<file path="src/rtl/ram_arb_pkg.sv">
`default_nettype none
// ---------------------------------------------------------------------------
// ram_arb_pkg : shared state type and sizing constants for ram_arbiter
// Revision    : 1.0
// ---------------------------------------------------------------------------
package ram_arb_pkg;

  localparam int MAX_REQ = 4;
  localparam int IDX_W   = 2;

  typedef enum logic [1:0] {
    ARB_IDLE   = 2'd0,
    ARB_ACCESS = 2'd1,
    ARB_DONE   = 2'd2
  } arb_state_e;

endpackage
`default_nettype wire

</file>
<file path="src/rtl/rr_picker.sv">
`default_nettype none
// ---------------------------------------------------------------------------
// rr_picker : combinational round-robin select, first requester after last_grant
// Revision  : 1.0
// ---------------------------------------------------------------------------
module rr_picker
  import ram_arb_pkg::*;
#(
  parameter int NUM_REQ = 2
) (
  input  logic [NUM_REQ-1:0] req,
  input  logic [IDX_W-1:0]   last_grant,
  output logic [IDX_W-1:0]   winner,
  output logic               valid
);

  logic [MAX_REQ-1:0] w_req_ext;

  // Pad to MAX_REQ so the 2-bit index never selects past the vector.
  generate
    for (genvar g = 0; g < MAX_REQ; g++) begin : g_ext
      if (g < NUM_REQ) begin : g_real
        assign w_req_ext[g] = req[g];
      end else begin : g_pad
        assign w_req_ext[g] = 1'b0;
      end
    end
  endgenerate

  // Scan from the farthest offset down so the nearest requester wins last.
  always_comb begin
    int w_idx;
    w_idx  = 0;
    winner = last_grant;
    valid  = 1'b0;
    for (int k = NUM_REQ; k >= 1; k--) begin
      w_idx = int'(last_grant) + k;
      if (w_idx >= NUM_REQ) w_idx = w_idx - NUM_REQ;
      if (w_req_ext[w_idx[IDX_W-1:0]]) begin
        winner = w_idx[IDX_W-1:0];
        valid  = 1'b1;
      end
    end
  end

endmodule
`default_nettype wire

</file>
<file path="src/rtl/ram_arbiter.sv">
`default_nettype none
// ---------------------------------------------------------------------------
// ram_arbiter : round-robin sharing of one single-port RAM among bus masters
// Revision    : 1.0
// ---------------------------------------------------------------------------
module ram_arbiter
  import ram_arb_pkg::*;
#(
  parameter int NUM_REQ    = 2,
  parameter int ADDR_WIDTH = 15,
  parameter int DATA_WIDTH = 8
) (
  input  logic                          clk,
  input  logic                          rst_n,
  input  logic [NUM_REQ-1:0]            req,
  input  logic [NUM_REQ-1:0]            req_we,
  input  logic [NUM_REQ*ADDR_WIDTH-1:0] req_addr,
  input  logic [NUM_REQ*DATA_WIDTH-1:0] req_wdata,
  output logic [NUM_REQ-1:0]            ack,
  output logic [DATA_WIDTH-1:0]         rdata,
  output logic                          ram_cs,
  output logic                          ram_oe,
  output logic                          ram_we,
  output logic [ADDR_WIDTH-1:0]         ram_addr,
  output logic [DATA_WIDTH-1:0]         ram_wdata,
  input  logic [DATA_WIDTH-1:0]         ram_rdata,
  output logic                          busy
);

  arb_state_e             r_state;
  arb_state_e             w_state_next;
  logic [IDX_W-1:0]       r_last_grant;
  logic [IDX_W-1:0]       r_grant;
  logic [IDX_W-1:0]       w_winner;
  logic                   w_valid;
  logic                   r_we;
  logic [ADDR_WIDTH-1:0]  r_addr;
  logic [DATA_WIDTH-1:0]  r_wdata;
  logic [DATA_WIDTH-1:0]  r_rdata;

  logic                   w_we_arr    [MAX_REQ];
  logic [ADDR_WIDTH-1:0]  w_addr_arr  [MAX_REQ];
  logic [DATA_WIDTH-1:0]  w_wdata_arr [MAX_REQ];

  generate
    for (genvar g = 0; g < MAX_REQ; g++) begin : g_unpack
      if (g < NUM_REQ) begin : g_real
        assign w_we_arr[g]    = req_we[g];
        assign w_addr_arr[g]  = req_addr[g*ADDR_WIDTH +: ADDR_WIDTH];
        assign w_wdata_arr[g] = req_wdata[g*DATA_WIDTH +: DATA_WIDTH];
      end else begin : g_pad
        assign w_we_arr[g]    = 1'b0;
        assign w_addr_arr[g]  = '0;
        assign w_wdata_arr[g] = '0;
      end
    end
  endgenerate

  rr_picker #(
    .NUM_REQ    (NUM_REQ)
  ) u_picker (
    .req        (req),
    .last_grant (r_last_grant),
    .winner     (w_winner),
    .valid      (w_valid)
  );

  always_ff @(posedge clk or negedge rst_n) begin
    if (!rst_n) r_state <= ARB_IDLE;
    else        r_state <= w_state_next;
  end

  always_comb begin
    w_state_next = r_state;
    case (r_state)
      ARB_IDLE:   if (w_valid) w_state_next = ARB_ACCESS;
      ARB_ACCESS: w_state_next = ARB_DONE;
      ARB_DONE:   w_state_next = ARB_IDLE;
      default:    w_state_next = ARB_IDLE;
    endcase
  end

  // Operands are frozen at the grant edge; later input changes are ignored.
  always_ff @(posedge clk or negedge rst_n) begin
    if (!rst_n) begin
      r_last_grant <= IDX_W'(NUM_REQ - 1);
      r_grant      <= '0;
      r_we         <= 1'b0;
      r_addr       <= '0;
      r_wdata      <= '0;
    end else if (r_state == ARB_IDLE && w_valid) begin
      r_last_grant <= w_winner;
      r_grant      <= w_winner;
      r_we         <= w_we_arr[w_winner];
      r_addr       <= w_addr_arr[w_winner];
      r_wdata      <= w_wdata_arr[w_winner];
    end
  end

  always_ff @(posedge clk or negedge rst_n) begin
    if (!rst_n)                                r_rdata <= '0;
    else if (r_state == ARB_ACCESS && !r_we)   r_rdata <= ram_rdata;
  end

  // Controls decode from state so an async reset drops them before any edge.
  assign ram_cs    = (r_state == ARB_ACCESS);
  assign ram_oe    = ram_cs & ~r_we;
  assign ram_we    = ram_cs & r_we;
  assign ram_addr  = r_addr;
  assign ram_wdata = r_wdata;
  assign rdata     = r_rdata;
  assign busy      = (r_state != ARB_IDLE);

  always_comb begin
    ack = '0;
    for (int i = 0; i < NUM_REQ; i++) begin
      ack[i] = (r_state == ARB_DONE) && (r_grant == IDX_W'(i));
    end
  end

endmodule
`default_nettype wire

</file>
<file path="config.mk">
export PLATFORM = sky130hd
export DESIGN_NAME = ram_arbiter
export DESIGN_NICKNAME = d
export VERILOG_FILES = /design/src/rtl/ram_arb_pkg.sv /design/src/rtl/rr_picker.sv /design/src/rtl/ram_arbiter.sv
export SDC_FILE = /design/constraint.sdc
export NUM_CORES = 1
export LEC_CHECK = 0
export CAP_MARGIN = 20
export CORE_MARGIN = 2
export CORE_UTILIZATION = 34
export DETAILED_ROUTE_END_ITERATION = 8
export MAX_ROUTING_LAYER = met4
export PLACE_DENSITY_LB_ADDON = 0.1
export SKIP_LAST_GASP = 1
export SLEW_MARGIN = 20
export SYNTH_ARGS = -nofsm -noshare
export SYNTH_HDL_FRONTEND = slang
export SYNTH_SLANG_ARGS = --single-unit
</file>
<file path="constraint.sdc">
create_clock -name clk -period 1.4 [get_ports clk]
set_clock_uncertainty 0.15 [all_clocks]
set_input_delay 0.35 -clock clk [delete_from_list [all_inputs] [get_ports clk]]
set_output_delay 0.35 -clock clk [all_outputs]
set_load 0.03 [all_outputs]
</file>
==> flow_summary_export.csv, run 1 <==
group,metric,value,unit
layout,final_util,0.681,
sta,max_freq,0.564,GHz
sta,fin_crit,1.77,ns
setup_path,cp-start-kind,"flip-flop",
setup_path,worstPathCellList,"buf_6 > nor4bb_4 > buf_4",
cts,worstSkewPairLatency,0.27,ns
grt,grtUsageMet2,0.276,
layout,fin_area,0.00322,mm²
routing,wl,4680,µm
cts,cts_max_path_buffers,2,
run_status,violations,"setup timing",
setup_path,max_stage_delay,0.41,ns
setup_path,arrival,1.27,ns
routing,drc,0,
sta,finalHoldViolCount,0,
sta,tns,-11.16,ns
cts,cts_tree,"built",
grt,met1_usage,0.201,
die,fp.dieH,73.9,µm
sta,slew_headroom,0.808,
cts,cts_root_buf,"clkbuf_8",
routing,routedWlPerCell,13.7,µm
placement,hpwl,3170,µm
layout,finish.net_count,333,
power,power.leakage,1.45,nW
yosys,ys_ff_latch,37,
routing,drt_iter0_markers,26,
layout,diodes,0,
setup_path,critPathTopFamily,"flip-flops",
yosys,synth.cell_area,0.00166,mm²
sta,fin_ws,-0.372,ns
run_status,outcome,"complete, but fails checks",
yosys,yosysWarnings,0,
yosys,synth.distinct_cells,25,
cts,cts.sinks,37,
cts,cts_buffers,5,
yosys,ys_seq_area_frac,0.558,
yosys,synthCells,145,
routing,final_antenna_net_count,0,
die,fp.dieW,73.9,µm
grt,grt.total_usage,0.169,
sta,holdWs,0.339,ns
layout,areaGrowthSynthToFinish,93.6,%
setup_path,worst_ep_required_time,0.90,ns
die,initial_utilization,0.352,
min_path,holdCritPathClass,"input pin to async pin",
grt,gr-usage-met3,0.0521,
grt,overflow,0,
grt,antenna_found_initial,0,
run,cap_violations,0,
placement,numPortBuffers,96,
routing,viasPerCell,4.59,
grt,grt_first_pass_wirelength,6780,µm
die,num_rows,25,
die,core-area,0.00472,mm²
die,dieArea,0.00546,mm²
setup_path,critPathMaxFanout,3,
power,pwr_density_cell,2380,mW/mm²
yosys,syn_area_per_cell,11.5,µm²
setup_path,critPathCaptureType,"primary output",
layout,drive_above_1_share,0.361,
cts,clk_pin_slew,0.07,ns
setup_path,worstSetupPathType,"flip-flop to primary output",
sta,setup_viol,40,
die,io_pins,97,
sta,period_share,1.27,
power,vdd_drop_max,1.30,mV
layout,final.fill_count,381,
setup_path,worst-path-buf-inv,2,
sta,slew_violations,0,
cts,htree_levels,2,
grt,grt_max_degree,34,
placement,post_dp_cell_area,0.00282,mm²
placement,place_congestion,0.678,
yosys,synth.net_count,205,
routing,dr.pass1.iters,4,
setup_path,cp_slowest_cell,"dfrtp_1",
routing,vias,1566,
grt,grt_pass1_vias,1465,
sta,rsz0062_at_grt,"true",
sta,tightest_slew,0.288,ns
grt,top_usage_layer,"met2",
==> cells in the mapped netlist <==
master    instances  share of area
nor2b_1           4          0.015
a21oi_1          24          0.072
nor2_2            1         0.0038
inv_2             1         0.0023
nor4bb_1          1         0.0060
a21o_2            1         0.0053
buf_6             2          0.014
nor4b_1           1         0.0053
buf_2             4          0.012
dfrtp_1          36           0.54
dfstp_2           1          0.016
a32o_1            1         0.0060
clkbuf_1          1         0.0023
nand2b_2          1         0.0053
nand3b_1          2         0.0090
nand2_1           1         0.0023
o21ai_2           1         0.0053
o21ai_0           1         0.0030
a21oi_2           1         0.0053
and2_1            1         0.0038
mux2i_1          24           0.14
nor2_1           25          0.056
mux2_1            8          0.054
o21bai_1          1         0.0045
buf_4             1         0.0045
==> metal layers <==
layer / part of all wire / up-vias
met2: 0.51 / 59
met4: 0.0077 / 0
met5: 0 / -
met1: 0.42 / 747
li1: - / 756
met3: 0.059 / 4
==> what timing repair did <==
action / in CTS / in global routing
cloned: 1 / 5
endpoints found under the setup margin: 40 / 40
pin swaps: 24 / 4
resized for setup: 16 / 15
hold buffers: 1 / 0
endpoints found under the hold margin: 10 / 0
setup buffers: 5 / 5
==> cell usage in the layout (no fill, tap or decap), types with 2 or more instances in the layout <==
cell type	synthesis	layout
clkdlybuf4s50_1	0	57
nor2_1	25	25
mux2i_1	24	24
clkbuf_8	0	7
nor2b_1	4	2
buf_4	1	40
buf_2	4	2
nor2b_4	0	2
mux2_4	0	8
buf_8	0	3
buf_6	2	16
buf_12	0	5
clkbuf_16	0	4
nand3b_1	2	2
a21oi_1	24	24
dfrtp_1	36	35
==> power by group <==
group / leakage, nW / internal, mW / switching, mW
clock network: 0.0542 / 0.445 / 0.350
registers: 0.419 / 1.61 / 0.320
logic: 0.974 / 2.48 / 2.44
==> worst paths after layout <==
check                      slack (ns)  depth (start not counted)      endpoint       startpoint
setup / recovery                -0.37                          3        ack[1]  r_last_grant[1]
hold / removal                   0.34                          2    r_grant[0]            rst_n
setup reg to reg                -0.34                          9  ram_addr[14]       r_state[0]
hold reg to reg                  0.37                          1      rdata[1]         rdata[1]
max in group asynchronous        0.33                          3    r_state[0]            rst_n
min in group clk                 0.37                          1      rdata[1]         rdata[1]
==> flip-flops by register name, indices dropped and copies added (netlist names) <==
signal,flops
ram_addr,15
r_we,1
ram_wdata,8
r_last_grant,2
r_state,2
r_grant,1
rdata,8
==> kinds of logic (layout without fill, tap and decap cells) <==
family,Yosys count,after routing,share of synthesized area
buffers and inverters,9,138,0.0346
flip-flops,37,37,0.558
AND/OR/NAND/NOR,37,37,0.107
multiplexers,32,32,0.199
AO/OA/AOI/OAI,30,30,0.102
==> area by class of cell <==
class	count	area (µm²)	area share
clock buffers	7	96.3	0.0299
multi-input cells	99	774	0.241
well taps	67	83.8	0.0261
flip-flops and latches	37	928	0.289
repair buffers	129	1330	0.412
clock inverters	1	5.00	0.00156
inverters	1	3.75	0.00117
==> worst register-to-register path: cells and delay by family (launching register included) <==
kind / cells / cell delay [ns]
flip-flops: 1 / 0.41
AO/OA/AOI/OAI: 2 / 0.35
AND/OR/NAND/NOR: 2 / 0.14
buffers and inverters: 5 / 0.60
==> metrics by stage <==
step           power (mW)  setup WS [ns]  std cells
2_1_floorplan        4.50         -0.216        145
3_3_place_gp         5.95         -0.510        318
3_5_place_dp         6.02         -0.555        318
4_1_cts              7.12         -0.383        333
5_1_grt              8.10         -0.432        341
6_report             7.64         -0.372        341
Power figures use the tool's default switching activity.
==> run 2: changes to the inputs <==
Settings changed: CTS_CLUSTER_SIZE set to 8.
==> results of run 2 <==
Final layout, timing and power as in run 1 (identical DEF).
==> run 3: changes to the inputs <==
Settings changed: CORE_UTILIZATION 34 to 35, SYNTH_HIERARCHICAL set to 1.
==> flow_summary_export.csv, run 3 <==
group,metric,value,unit
setup_path,cp_slowest_cell,"dfrtp_2",
sta,max_freq,0.556,GHz
yosys,ys_ff_latch,37,
placement,hpwl,3640,µm
sta,rsz0062_at_grt,"true",
routing,drc,0,
power,pwr_density_cell,2410,mW/mm²
routing,routedWlPerCell,15.8,µm
die,core-area,0.00511,mm²
routing,vias,1490,
layout,areaGrowthSynthToFinish,78.1,%
cts,cts_buffers,5,
sta,slew_headroom,0.820,
power,vdd_drop_max,1.22,mV
cts,cts.sinks,37,
layout,diodes,0,
power,p_total,7.91,mW
setup_path,reg2reg_slack,-0.39,ns
sta,finalHoldViolCount,0,
setup_path,worstPathCellList,"buf_6 > nor4b_4 > buf_4",
setup_path,critPathLaunch,"r_last_grant[1]",
setup_path,critPathTopFamily,"flip-flops",
cts,htree_levels,2,
yosys,yosysWarnings,6,
grt,grt_pass1_vias,1626,
yosys,synthCells,123,
setup_path,r2r_end,"r_last_grant[1]",
placement,place_congestion,0.742,
setup_path,endpoint,"ack[0]",
setup_path,worstSetupPathType,"flip-flop to primary output",
setup_path,max_stage_delay,0.45,ns
sta,holdWs,0.342,ns
yosys,synth_flop_cell,"dfrtp_1",
die,io_pins,97,
power,power.leakage,1.46,nW
yosys,synth.net_count,183,
run_status,violations,"setup timing",
grt,grt_max_degree,38,
routing,drt_iter0_markers,55,
layout,final.fill_count,405,
yosys,synth_edf_count,0,
cts,cts_root_buf,"clkbuf_8",
yosys,async_reset_ff_frac,1.00,
run,cap_violations,0,
die,fp.dieW,76.6,µm
cts,cts_tree,"built",
placement,dp_slack,-0.800,ns
die,fp.dieH,76.6,µm
layout,drive_above_1_share,0.496,
yosys,synth_top_area_frac,0.489,
layout,final_common_cell,"clkdlybuf4s50_1",
run_status,outcome,"complete, but fails checks",
yosys,ys_seq_area_frac,0.503,
layout,regArea,928,µm²
grt,antenna_found_initial,0,
sta,fin_ws,-0.399,ns
routing,dr.pass1.iters,3,
setup_path,cp_num_cells,3,
placement,numPortBuffers,96,
die,initial_utilization,0.361,
setup_path,worst_ep_required_time,0.90,ns
yosys,yosysMostFrequentCell,"dfrtp_1",
routing,wl,4950,µm
layout,finish.net_count,302,
layout,fin_cells,312,
placement,dp.cells,295,
routing,final_antenna_net_count,0,
layout,multi_input_area,951,µm²
cts,cts_max_path_buffers,2,
layout,largest_reg_flops,15,
yosys,synth.distinct_cells,26,
grt,grt.total_usage,0.183,
setup_path,arrival,1.30,ns
yosys,synth_top_area_cell,"dfrtp_1",
yosys,synth.cell_area,0.00184,mm²
min_path,holdCritPathClass,"flip-flop to flip-flop",
setup_path,worst-path-buf-inv,2,
sta,setup_viol,42,
sta,slew_violations,0,
yosys,synth.area.top_cells,"dfrtp_1 (49%), o2bb2ai_2 (15%), mux2i_1 (13%)",
setup_path,critPathCaptureType,"primary output",
routing,viasPerCell,4.78,
cts,worstSkewPairLatency,0.28,ns
setup_path,critPathMaxFanout,4,
setup_path,r2r_start,"r_last_grant[0]",
layout,final_cell_mix,"clkdlybuf4s50_1 (56), buf_4 (41), dfrtp_1 (35)",
grt,overflow,0,
die,dieArea,0.00586,mm²
sta,tightest_slew,0.263,ns
setup_path,rr_worst_depth,4,
cts,clk_pin_slew,0.07,ns
grt,grt_first_pass_wirelength,8250,µm
yosys,synth_commonest_cells,"dfrtp_1 (36), mux2i_1 (24), o2bb2ai_2 (19)",
yosys,syn_area_per_cell,15.0,µm²
setup_path,cp-start-kind,"flip-flop",
layout,final_util,0.643,
sta,fin_crit,1.80,ns
die,num_rows,26,
sta,period_share,1.29,
==> run 3: changes by cell type after synthesis, sizes merged, moves of 2 or more <==
cell	change
a21oi	-24
buf	+3
mux2	+3
nand3b	-2
nor2	-25
o21ai	-2
o2bb2ai	+24
==> run 3: worst min path at each step <==
stage	start	endpoint	slack, ns	depth (start not counted)
6_report	ram_wdata[1]	ram_wdata[1]	0.34	1
5_1_grt	ram_wdata[1]	ram_wdata[1]	0.37	1
4_1_cts	ram_wdata[1]	ram_wdata[1]	0.35	1
3_5_place_dp	rst_n	rdata[2]	0.18	2
3_3_place_gp	rst_n	rdata[2]	0.17	2
2_1_floorplan	rst_n	r_grant[0]	-0.1	0
==> run 3: cell type report <==
type / count / share of cell area
clock buffer: 7 / 0.0263
multi-input combinational: 74 / 0.290
sequential: 37 / 0.283
timing repair buffer: 122 / 0.372
tap: 70 / 0.0267
inverter: 2 / 0.00229
==> run 3: through the flow <==
stage,cell area (µm²),setup TNS (ns)
2_1_floorplan,1890,-7.67
3_3_place_gp,2910,-21.92
3_5_place_dp,2910,-22.89
4_1_cts,3230,-13.27
5_1_grt,3280,-15.58
6_report,3280,-13.31
==> run 3: kinds of logic after synthesis <==
group	after synthesis	synth area share
flops	37	0.503
mux	35	0.198
compound gates	27	0.200
simple gates	12	0.0489
buf+inv	12	0.0509
==> run 3: repair_timing <==
action                     in CTS  in global routing
cloned                          2                  0
setup buffers                   3                  5
hold endpoints to repair       36                  0
pin swaps                       4                  1
gates resized for setup        39                 11
setup endpoints to repair      42                 45
hold buffers                    1                  0
==> run 3: worst reg2reg max path, cell delays in order (launching register included) <==
cell     delay, ns
dfstp_2       0.57
nand2_1       0.07
a21o_1        0.19
or3b_4        0.34
mux2_2        0.37
==> run 3: routing by layer <==
metal / vias to the layer above / wire length [µm] / global-route usage
met5: - / 0 / -
met4: 0 / 38 / 0.0382
met3: 4 / 208 / 0.0474
met2: 52 / 2670 / 0.310
met1: 731 / 2030 / 0.223
li1: 703 / - / -
==> run 3: where the power goes <==
| part | internal, mW | switching (mW) | total, mW |
|---|---|---|---|
| sequential | 1.61 | 0.386 | 2.00 |
| clock | 0.390 | 0.347 | 0.738 |
| combinational | 2.62 | 2.55 | 5.17 |
| total | 4.63 | 3.28 | 7.91 |
